`config.mk`:
```
export PLATFORM = sky130hd
export DESIGN_NAME = button_event_arbiter
export DESIGN_NICKNAME = d
export VERILOG_FILES = /design/src/rtl/button_event_arbiter.sv
export SDC_FILE = /design/constraint.sdc
export NUM_CORES = 1
export LEC_CHECK = 0
export ABC_AREA = 1
export CORE_UTILIZATION = 25
export CTS_BUF_LIST = sky130_fd_sc_hd__clkbuf_8
export CTS_CLUSTER_SIZE = 12
export DETAILED_ROUTE_END_ITERATION = 10
export DONT_BUFFER_PORTS = 1
export REMOVE_ABC_BUFFERS = 1
export SKIP_LAST_GASP = 1
export SLEW_MARGIN = 40
export SYNTH_ARGS = -nofsm -noshare
export SYNTH_HDL_FRONTEND = slang
export SYNTH_SLANG_ARGS = --single-unit
```
`constraint.sdc`:
```
create_clock -name Clk -period 3.6 [get_ports Clk]
set_input_delay 0 -clock Clk [delete_from_list [all_inputs] [get_ports Clk]]
set_output_delay 0 -clock Clk [all_outputs]
set_load 0.1 [all_outputs]
```
`src/rtl/button_event_arbiter.sv`:
```
// Pushbutton front end: per-channel 2-FF sync, debounce and sticky press latch, round-robin
// arbitrated into one valid/ready event stream. Define BTN_RELEASE_EVT_EN to also emit releases.
module button_event_arbiter #(
  parameter int unsigned N_BTN        = 4,
  parameter int unsigned DEBOUNCE_CYC = 16,
  localparam int unsigned IW          = $clog2(N_BTN)
) (
  input  logic             Clk,
  input  logic             Reset_n,
  input  logic [N_BTN-1:0] btn_raw,
  output logic [N_BTN-1:0] btn_level,
  output logic [N_BTN-1:0] pending,
  output logic             evt_valid,
  output logic [IW-1:0]    evt_id,
  output logic             evt_release,
  input  logic             evt_ready
);

  localparam int unsigned CW  = $clog2(DEBOUNCE_CYC);
`ifdef BTN_RELEASE_EVT_EN
  localparam int unsigned NS  = 2 * N_BTN;
`else
  localparam int unsigned NS  = N_BTN;
`endif
  localparam int unsigned SW  = $clog2(NS);
  localparam int unsigned SW1 = SW + 1;

  localparam logic [CW-1:0]  CntMax   = CW'(DEBOUNCE_CYC - 1);
  localparam logic [SW-1:0]  LastSlot = SW'(NS - 1);
  localparam logic [SW1-1:0] NsW      = SW1'(NS);

  typedef enum logic [0:0] {StIdle, StOffer} state_e;

  logic [N_BTN-1:0]          sync1_q, sync2_q;
  logic [N_BTN-1:0][CW-1:0]  cnt_q, cnt_d;
  logic [N_BTN-1:0]          level_q, level_d, level_prev_q;
  logic [N_BTN-1:0]          pending_q, pending_d, rise;
  logic [NS-1:0]             req, rot, clr;
  logic                      found;
  logic [SW-1:0]             off, pick, cur_slot, ptr_q, ptr_d;
  logic [SW1-1:0]            sum;
  state_e                    state_q, state_d;
  logic                      evt_valid_q, evt_valid_d;
  logic [IW-1:0]             evt_id_q, evt_id_d;
`ifdef BTN_RELEASE_EVT_EN
  localparam logic [SW-1:0]  NBtnS = SW'(N_BTN);
  logic [N_BTN-1:0]          rel_pending_q, rel_pending_d, fall;
  logic                      evt_release_q, evt_release_d;
`endif

  // Debounce: count consecutive cycles the synchronized input disagrees with the level
  always_comb begin
    level_d = level_q;
    cnt_d   = '0;
    for (int i = 0; i < int'(N_BTN); i++) begin
      if (sync2_q[i] != level_q[i]) begin
        if (cnt_q[i] == CntMax) begin
          level_d[i] = sync2_q[i];
        end else begin
          cnt_d[i] = cnt_q[i] + 1'b1;
        end
      end
    end
  end

  assign rise = level_q & ~level_prev_q;

`ifdef BTN_RELEASE_EVT_EN
  assign fall     = ~level_q & level_prev_q;
  assign req      = {rel_pending_q, pending_q};
  assign cur_slot = SW'(evt_id_q) + (evt_release_q ? NBtnS : '0);
`else
  assign req      = pending_q;
  assign cur_slot = evt_id_q;
`endif

  // Rotate requests so bit 0 is the slot at ptr; lowest set bit is the round-robin winner
  always_comb begin
    rot   = NS'({req, req} >> ptr_q);
    found = |rot;
    off   = '0;
    for (int k = int'(NS) - 1; k >= 0; k--) begin
      if (rot[k]) off = SW'(k);
    end
    sum  = {1'b0, ptr_q} + {1'b0, off};
    pick = (sum >= NsW) ? SW'(sum - NsW) : SW'(sum);
  end

  always_comb begin
    state_d     = state_q;
    ptr_d       = ptr_q;
    evt_valid_d = evt_valid_q;
    evt_id_d    = evt_id_q;
    clr         = '0;
`ifdef BTN_RELEASE_EVT_EN
    evt_release_d = evt_release_q;
`endif
    unique case (state_q)
      StIdle: begin
        if (found) begin
          evt_valid_d = 1'b1;
          state_d     = StOffer;
`ifdef BTN_RELEASE_EVT_EN
          evt_release_d = (pick >= NBtnS);
          evt_id_d      = (pick >= NBtnS) ? IW'(pick - NBtnS) : IW'(pick);
`else
          evt_id_d      = pick;
`endif
        end
      end
      StOffer: begin
        if (evt_ready) begin
          clr[cur_slot] = 1'b1;
          ptr_d         = (cur_slot == LastSlot) ? '0 : cur_slot + 1'b1;
          evt_valid_d   = 1'b0;
          state_d       = StIdle;
        end
      end
      default: state_d = StIdle;
    endcase
  end

  // A new edge and a handshake clear in the same cycle: the new edge wins
  assign pending_d = (pending_q & ~clr[N_BTN-1:0]) | rise;
`ifdef BTN_RELEASE_EVT_EN
  assign rel_pending_d = (rel_pending_q & ~clr[NS-1:N_BTN]) | fall;
`endif

  always_ff @(posedge Clk or negedge Reset_n) begin
    if (!Reset_n) begin
      sync1_q      <= '0;
      sync2_q      <= '0;
      cnt_q        <= '0;
      level_q      <= '0;
      level_prev_q <= '0;
      pending_q    <= '0;
      ptr_q        <= '0;
      state_q      <= StIdle;
      evt_valid_q  <= 1'b0;
      evt_id_q     <= '0;
`ifdef BTN_RELEASE_EVT_EN
      rel_pending_q <= '0;
      evt_release_q <= 1'b0;
`endif
    end else begin
      sync1_q      <= btn_raw;
      sync2_q      <= sync1_q;
      cnt_q        <= cnt_d;
      level_q      <= level_d;
      level_prev_q <= level_q;
      pending_q    <= pending_d;
      ptr_q        <= ptr_d;
      state_q      <= state_d;
      evt_valid_q  <= evt_valid_d;
      evt_id_q     <= evt_id_d;
`ifdef BTN_RELEASE_EVT_EN
      rel_pending_q <= rel_pending_d;
      evt_release_q <= evt_release_d;
`endif
    end
  end

  assign btn_level = level_q;
  assign pending   = pending_q;
  assign evt_valid = evt_valid_q;
  assign evt_id    = evt_id_q;
`ifdef BTN_RELEASE_EVT_EN
  assign evt_release = evt_release_q;
`else
  assign evt_release = 1'b0;
`endif

endmodule

```
* Word level (Yosys, flattened, before mapping)
Cells that the tools add are included.
** Word-level totals
- Bits in registers :: 42
- Input bits :: 7
- Output and inout port bits :: 12
- Word-level logic and storage cells :: 77
** Operators by class
- Add/sub/neg operators :: 7
- Magnitude comparators :: 3
- Equality and inequality tests :: 11
- Shift-type cells :: 1
- Multiplexer cells :: 24
- Bitwise operators :: 6
- Reduce and logical (&&, ||, !) cells :: 9
** Operator list (count)
- $mux 4 :: 10
- $add 4x1->4 const B :: 4
- $eq 4x4->1 const B :: 4
- $reduce_and 2->1 :: 7
- $mux 2 :: 6
- $and 4x4->4 :: 2
- $not 4->4 :: 2
- $shr 8x2->4 :: 1
- $mux 1 :: 5
- $ne 1x1->1 :: 4
- $ne 2x2->1 const B :: 2
- $or 4x4->4 :: 1
- $pmux 1 s2 :: 2
- $reduce_or 4->1 :: 1
- $add 2x2->3 :: 1
- $ge 3x3->1 const B :: 1
- $lt 2x3->1 const B :: 1
- $add 2x1->2 const B :: 1
- $demux 1 s2 :: 1
- $eq 2x2->1 const B :: 1
- $ge 2x1->1 const B :: 1
- $sub 2x1->2 const B :: 1
- $logic_and 1x1->1 :: 1
- $not 1->1 :: 1

* Depth between registers and ports, before layout
Gate-level depths: netlist of the first run.
- Depth in word-level cells :: 9
- Depth in mapped cells :: 13
- Depth with buffers taken out :: 13

* Worst setup path before layout of the first run
Ideal clock, no wire load.
- Kind :: reg2reg
- From :: reg pending_q[3], in the netlist pending[3]
- To :: reg evt_id_q[1], in the netlist evt_id[1]
- Library setup time :: 0.120 ns
- Data arrival time :: 2.030 ns
- Required time :: 3.480 ns
- Path slack :: 1.450 ns
- Stages on the path, launching flop included :: 12
- Buffers on the path :: 0
- Clock period less this slack :: 2.150 ns
- Path through :: dfrtp_1 nand2_1 nand3_1 nand2_2 a21boi_0 ha_1 xnor2_1 nand3b_1 nand2_1 inv_1 nand2_1 nand2_1
** Between the ends
- Word-level cells in the longest chain between the ends :: 8
- Elaborated cells between the ends (all ways) :: 11
- Those cells by class :: add/sub (2); order compare (1); shift (1); mux (5); reduce/logical (2)
** RTL lines
- start, declared :: line 37 : logic [N_BTN-1:0] pending_q, pending_d, rise;
- start signal, assigned :: line 151 : pending_q <= pending_d;
- $shr 8x2->4 * :: line 79 : rot = NS'({req, req} >> ptr_q);
- $mux 2 (4 in series) :: line 83 : if (rot[k]) off = SW'(k);
- $add 2x2->3 :: line 85 : sum = {1'b0, ptr_q} + {1'b0, off};
- $ge 3x3->1 / $sub 2x1->2 (equally long branches) :: line 86 : pick = (sum >= NsW) ? SW'(sum - NsW) : SW'(sum);
- $mux 2 :: line 86
- end signal, assigned :: line 155 : evt_id_q <= evt_id_d;
- end, declared :: line 44 : logic [IW-1:0] evt_id_q, evt_id_d;
Every way passes the cells marked *; elsewhere a longest branch is shown, timed or not.
A chain may end at the register's enable or synchronous reset.

* Final worst setup path of the first run
- From :: reg pending_q[0], in the netlist pending[0]
- To :: reg evt_id_q[1], in the netlist evt_id[1]
The elaborated chain is that of the path after synthesis.

==> results of run 1 <==
through the flow:
stage / total power, mW / util
final: 1.52 / 0.308
after global routing: 1.65 / 0.308
after CTS: 1.54 / 0.308
after detailed placement: 1.22 / 0.284
after global placement: 1.21 / 0.283
after floorplan: 1.10 / -
timing repair:
| action | CTS | global route |
|---|---|---|
| hold buffers | 7 | 0 |
| hold endpoints to repair | 47 | 0 |
| resized for setup | 0 | 0 |
power breakdown:
group | switching (mW) | internal (mW) | total (mW)
logic | 0.434 | 0.170 | 0.604
registers | 0.0835 | 0.535 | 0.618
clock network | 0.146 | 0.149 | 0.295
total | 0.663 | 0.855 | 1.52
sequential cells by signal (all words and copies together) (netlist names), 2 cells and up:
signal and cells:
pending 4, ptr_q 2, evt_id 2, level_prev_q 4, sync2_q 4, cnt_q 16
btn_level 4, sync1_q 4
final cells by class:
| cell class | instances | area [um2] | share of cell area |
|---|---|---|---|
| clock buffers | 6 | 82.6 | 0.0394 |
| well taps | 96 | 120 | 0.0573 |
| multi-input cells | 113 | 627 | 0.299 |
| flip-flops and latches | 42 | 1060 | 0.505 |
| repair buffers | 13 | 125 | 0.0597 |
| clock inverters | 1 | 3.75 | 0.00179 |
| inverters | 21 | 78.8 | 0.0376 |
critical path, stage by stage, from the launching register on:
cell and delay (ns):
sky130_fd_sc_hd__dfrtp_1 0.33, sky130_fd_sc_hd__buf_4 0.30, sky130_fd_sc_hd__nand2_1 0.11, sky130_fd_sc_hd__nand3_1 0.12, sky130_fd_sc_hd__nand2_2 0.08, sky130_fd_sc_hd__a21boi_0 0.19
sky130_fd_sc_hd__ha_1 0.18, sky130_fd_sc_hd__xnor2_1 0.07, sky130_fd_sc_hd__nand3b_1 0.16, sky130_fd_sc_hd__nand2_1 0.07, sky130_fd_sc_hd__inv_1 0.04, sky130_fd_sc_hd__nand2_1 0.05
sky130_fd_sc_hd__nand2_1 0.04
per-layer routing:
layer	part of all wire	vias to the layer above	wire length (um)
li1	-	590	-
met1	0.48	529	1340
met2	0.45	27	1250
met3	0.058	5	163
met4	0.018	0	49
met5	0	-	0
cells in the final DEF, fill, tap and decap left out, types with 3 or more instances in the layout:
| cell | n |
|---|---|
| sky130_fd_sc_hd__dfrtp_1 | 37 |
| sky130_fd_sc_hd__nand2_1 | 31 |
| sky130_fd_sc_hd__nor2_1 | 22 |
| sky130_fd_sc_hd__inv_1 | 20 |
| sky130_fd_sc_hd__nand3_1 | 18 |
| sky130_fd_sc_hd__xnor2_1 | 9 |
| sky130_fd_sc_hd__ha_1 | 9 |
| sky130_fd_sc_hd__o21ai_0 | 7 |
| sky130_fd_sc_hd__a21oi_1 | 6 |
| sky130_fd_sc_hd__clkbuf_8 | 6 |
| sky130_fd_sc_hd__dlygate4sd3_1 | 6 |
| sky130_fd_sc_hd__buf_4 | 6 |
| sky130_fd_sc_hd__dfrtp_2 | 5 |
| sky130_fd_sc_hd__xor2_1 | 4 |
| sky130_fd_sc_hd__nand2_2 | 3 |
worst paths after layout:
path	startpoint	end	slack [ns]	cells past startpoint
max	pending[0]	evt_id[1]	1.75	12
min	Reset_n	cnt_q[4]	0.20	2
max reg2reg	pending[0]	evt_id[1]	1.75	12
min reg2reg	sync1_q[3]	sync2_q[3]	0.35	0
max in group asynchronous	Reset_n	btn_level[3]	3.19	2
min in group Clk	btn_raw[0]	sync1_q[0]	0.27	1
kinds of logic (layout without fill, tap and decap cells):
family / Yosys count / after routing / synth area share
simple gates: 75 / 75 / 0.179
flops: 42 / 42 / 0.596
buf+inv: 22 / 41 / 0.0489
compound gates: 15 / 15 / 0.0461
xor+xnor: 13 / 13 / 0.0645
fa+ha+maj: 9 / 9 / 0.0638
other cells: 1 / 1 / 0.00213
==> results.cfg, run 1 <==
[global_routing]
via_count_of_the_first_global_routing_pass = 1169
grt.met2_usage = 0.138
grt_antenna_before_repair = 0
residual_overflow_from_global_routing = 0
grt.met3_usage = 0.0327
grt_first_pass_wirelength_mm = 5.21
global_route.usage.total = 0.0921
use_met1 = 0.114
grt_max_degree = 43
grt_busiest_layer = met2

[logic_synthesis]
synth_warnings = 0
top_cells_by_area_in_the_synthesized_netlist = sky130_fd_sc_hd__dfrtp_1 (60%), sky130_fd_sc_hd__nand2_1 (6.6%), sky130_fd_sc_hd__ha_1 (6.4%), sky130_fd_sc_hd__nand3_1 (5.1%), sky130_fd_sc_hd__nor2_1 (4.7%)
netlist_instances = 177
synthArstFlopShare = 1.00
netlist-cell-type-count = 18
synth_top_cell_area_share = 0.596
library_cell_occupying_the_most_area_in_the_post_synthesis_netlist = sky130_fd_sc_hd__dfrtp_1
synthesis.area_per_instance_um2 = 9.97
synth_top_flop_cell = sky130_fd_sc_hd__dfrtp_1
synth_top_cells_by_count = sky130_fd_sc_hd__dfrtp_1 (42), sky130_fd_sc_hd__nand2_1 (31), sky130_fd_sc_hd__nor2_1 (22)
synth_area_um2 = 1760
synthMostInstantiatedCell = sky130_fd_sc_hd__dfrtp_1
ys_ff_latch = 42
number_of_enable_flip_flop_cells_after_synthesis = 0
ys_seq_area_frac = 0.596

[detailed_routing]
drc = 0
viasPerCell = 3.94
route.antenna.remaining_nets = 0
drt_wl_total_mm = 2.80
drtIter0Drc = 29
detailedRoute.firstPassIterationCount = 4
detailroute.via_count = 1151
wl_per_cell_um = 9.59

[sta]
finalSetupViolations = 0
final_ws_setup_ns = 1.75
max_clock_freq_ghz = 0.539
finalHoldViolations = 0
hold-worst-slack_ns = 0.198
min_period_over_period = 0.515
worst_slew_margin_rel = 0.637
fin_setup_tns_ns = 0
finalClockSkew_ns = 0.0101
max_slew.worst_pin.slew_ns = 0.545
finalMaxSlewViolations = 0
period_needed_ns = 1.85
grt_setup_unrepaired = no

[place]
detailedPlace.worstSlack_ns = 1.75
place_area_um2 = 1930
globalplace.congestion = 0.788
dp_cells = 278
place_hpwl_mm = 2.04
count_of_input_and_output_buffers = 0

[clocking]
post_cts_buffers = 0
numCtsBuffers = 5
htree_num_levels = 2
tritoncts_num_sinks = 42
ctsLongestPathBuffers = 2
cts.root.buffer_cell = sky130_fd_sc_hd__clkbuf_8
path_clk_slew_ns = 0.08
insertion_delay_ns = 0.29
tritoncts = done

[flow_run]
maxCapViolations = 0

[power]
power-per-cell-area_nw_per_um2 = 724
total_leakage_power_nw = 1.01
ir_worst_vdd_mv = 0.174

[setup_path]
worst-endpoint-required_ns = 3.79
cp-start-kind = flop
worstSetupPathType = flop to flop
critical_path_data_arrival_time_ns = 2.04
critical_path_peak_fanout = 4
crit_path_end_kind = flop

[die]
core_area_um2 = 6790
floorplan.initialDensity = 0.260
pin_count = 19
die_h_um = 86.0
floorplan.die_area_um2 = 7400
placementRows = 30
die_width_um = 86.0

[final_layout]
finish.net_count = 212
post_route_cells_drive_above_1_share = 0.117
instances_no_fill = 292
area.growth.synth_to_final_pct = 18.7
layout.cell_area.non_filler_um2 = 2090
final.fill_count = 693
antenna-diode-count = 0

[hold_path]
hp-class = primary input to asynchronous set/reset pin

[status]
status = finished clean
No activity file was read; power rests on OpenSTA's default activity.
==> inputs of run 2 (changes only) <==
- clock period: 3.6 -> 1.8 ns (I/O delays scaled with it)
==> run 2 against run 1 <==
Worst setup slack got worse by 1.7 ns; core utilization rose by 0.99 points; flip-flop and latch count did not move; clock power rose by 86%; sequential power rose by 96%; global-route usage fell by 0.21 points.
==> results.cfg, run 2 (synthesis gave the netlist of run 1 again) <==
[detailed_routing]
drt_wl_total_mm = 3.06
drc = 0
wl_per_cell_um = 10.2
drtIter0Drc = 73
detailedRoute.firstPassIterationCount = 4
detailroute.via_count = 1183
viasPerCell = 3.96
route.antenna.remaining_nets = 0

[status]
status = finished clean

[final_layout]
largest_reg_flops = 16
antenna-diode-count = 0
most-common-layout-cells = sky130_fd_sc_hd__dfrtp_1 (40), sky130_fd_sc_hd__nand2_1 (30), sky130_fd_sc_hd__nor2_1 (22)
final.fill_count = 690
post_route_cells_drive_above_1_share = 0.172
area.growth.synth_to_final_pct = 22.6
final_util = 0.318
mostFrequentLayoutCell = sky130_fd_sc_hd__dfrtp_1
finish.net_count = 219
largest_register = cnt_q

[power]
p_comb_frac = 0.435
power.sequential.fraction = 0.389
total_leakage_power_nw = 1.06
netSwitchingPower_mw = 1.38
share_clk_of_total_power = 0.176
cell_internal_power_mw = 1.74
power-per-cell-area_nw_per_um2 = 1440
ir_worst_vdd_mv = 0.452
power_switching_share = 0.442

[setup_path]
crit_path_end_kind = flop
critical_path_data_arrival_time_ns = 1.91
most_frequent_cell_on_the_critical_path = sky130_fd_sc_hd__nand2_1
timing.rr.end = evt_id[1]
worst-endpoint-required_ns = 1.98
timing.critical_path.buf_inv = 2
worst_flop_to_flop_path_startpoint = ptr_q[0]
timing.reg2reg.worst_path_depth = 12
critPathSlowestCell = sky130_fd_sc_hd__dfrtp_2
critical_path.cell_chain = inv_4 > nand2_1 > nand3_2 > nand2_2 > a21boi_2 > ha_2 > xnor2_1 > nand3b_1 > nand2_1 > inv_1 > nand2_1 > nand2_1
cp-start-kind = flop
worst_path_largest_cell_delay_ns = 0.45
worstSetupPathType = flop to flop
r2r_slack_ns = 0.07
critical_path_peak_fanout = 6
crit_family = simple AND/OR/NAND/NOR gates

[clocking]
ctsLongestPathBuffers = 2
numCtsBuffers = 5
tritoncts = done
htree_num_levels = 2
tritoncts_num_sinks = 42
cts.root.buffer_cell = sky130_fd_sc_hd__clkbuf_8
path_clk_slew_ns = 0.08
insertion_delay_ns = 0.28

[global_routing]
grt_max_degree = 43
global_route.usage.total = 0.0900
grt_antenna_before_repair = 0
via_count_of_the_first_global_routing_pass = 1242
residual_overflow_from_global_routing = 0
grt_first_pass_wirelength_mm = 5.20

[sta]
hold-worst-slack_ns = 0.164
finalHoldViolations = 0
max_clock_freq_ghz = 0.578
finalMaxSlewViolations = 0
period_needed_ns = 1.73
min_period_over_period = 0.961
finalClockSkew_ns = 0.00915
finalSetupViolations = 0

[die]
placementRows = 30
floorplan.die_area_um2 = 7400
pin_count = 19
core_area_um2 = 6790
die_width_um = 86.0
die_h_um = 86.0
floorplan.initialDensity = 0.260

[flow_run]
maxCapViolations = 0

[place]
count_of_input_and_output_buffers = 0
place_hpwl_mm = 2.18
globalplace.congestion = 0.846

[hold_path]
hp-class = primary input to asynchronous set/reset pin
## run 2: through the flow
stage	setup WS [ns]	total power [mW]	setup TNS (ns)	std cells	area [um2]
global route	-0.0205	3.35	-0.0205	299	2160
global placement	0.0961	2.44	0	283	1960
floorplan	-0.350	2.20	-0.453	176	1760
detailed placement	0.0322	2.46	0	283	1960
CTS	0.0183	3.06	0	297	2120
finish	0.0704	3.12	0	299	2160
## run 2: routing by layer
metal  global-route usage  wire length, um  vias up  share of wire
met5                    0                0        -              0
li1                     -                -      605              -
met2                0.152             1470       16           0.48
met1                0.105             1410      556           0.46
met4               0.0409               51        0          0.017
met3               0.0269              127        6          0.042
## run 2: power by group through the flow
| stage | registers (mW) | clock network (mW) | logic (mW) |
|---|---|---|---|
| 5_1_grt | 1.24 | 0.620 | 1.50 |
| 2_1_floorplan | 1.62 | 0 | 0.580 |
| 4_1_cts | 1.20 | 0.578 | 1.28 |
| 6_report | 1.21 | 0.549 | 1.36 |
| 3_3_place_gp | 1.22 | 0 | 1.23 |
| 3_5_place_dp | 1.22 | 0 | 1.24 |
## run 2: area by class of cell
cell class	count	area (um2)	area share
clock buffers	5	68.8	0.0318
clock inverters	2	10.0	0.00463
inverters	21	81.3	0.0376
multi-input cells	113	651	0.301
flip-flops and latches	42	1050	0.487
well taps	96	120	0.0556
repair buffers	20	178	0.0822
## run 2: worst reg2reg max path: cells and delay by family, from the launching register on
kind                       cells  cell delay, ns
AOI/OAI and AO/OA              1            0.16
and+or+nand+nor                7            0.60
DFF                            1            0.45
buffers and inverters          2            0.12
adders and majority gates      1            0.17
xor gates and xnor gates       1            0.13
## run 2: repair_timing
action                                 in CTS  in global routing
hold buffers                                7                  0
gates resized for setup                     0                 11
buffers inserted                            0                  2
endpoints found under the hold margin      47                  0
setup endpoints to repair                   0                  1
## run 2: worst max path at each step
stage                endpoint  startpoint  cells past startpoint  slack, ns
floorplan           evt_id[1]  pending[3]                     11      -0.35
global placement    evt_id[1]    ptr_q[0]                     13        0.1
detailed placement  evt_id[1]    ptr_q[1]                     12       0.03
CTS                 evt_id[1]    ptr_q[1]                     12       0.02
global route        evt_id[1]    ptr_q[0]                     12      -0.02
finish              evt_id[1]    ptr_q[0]                     12       0.07
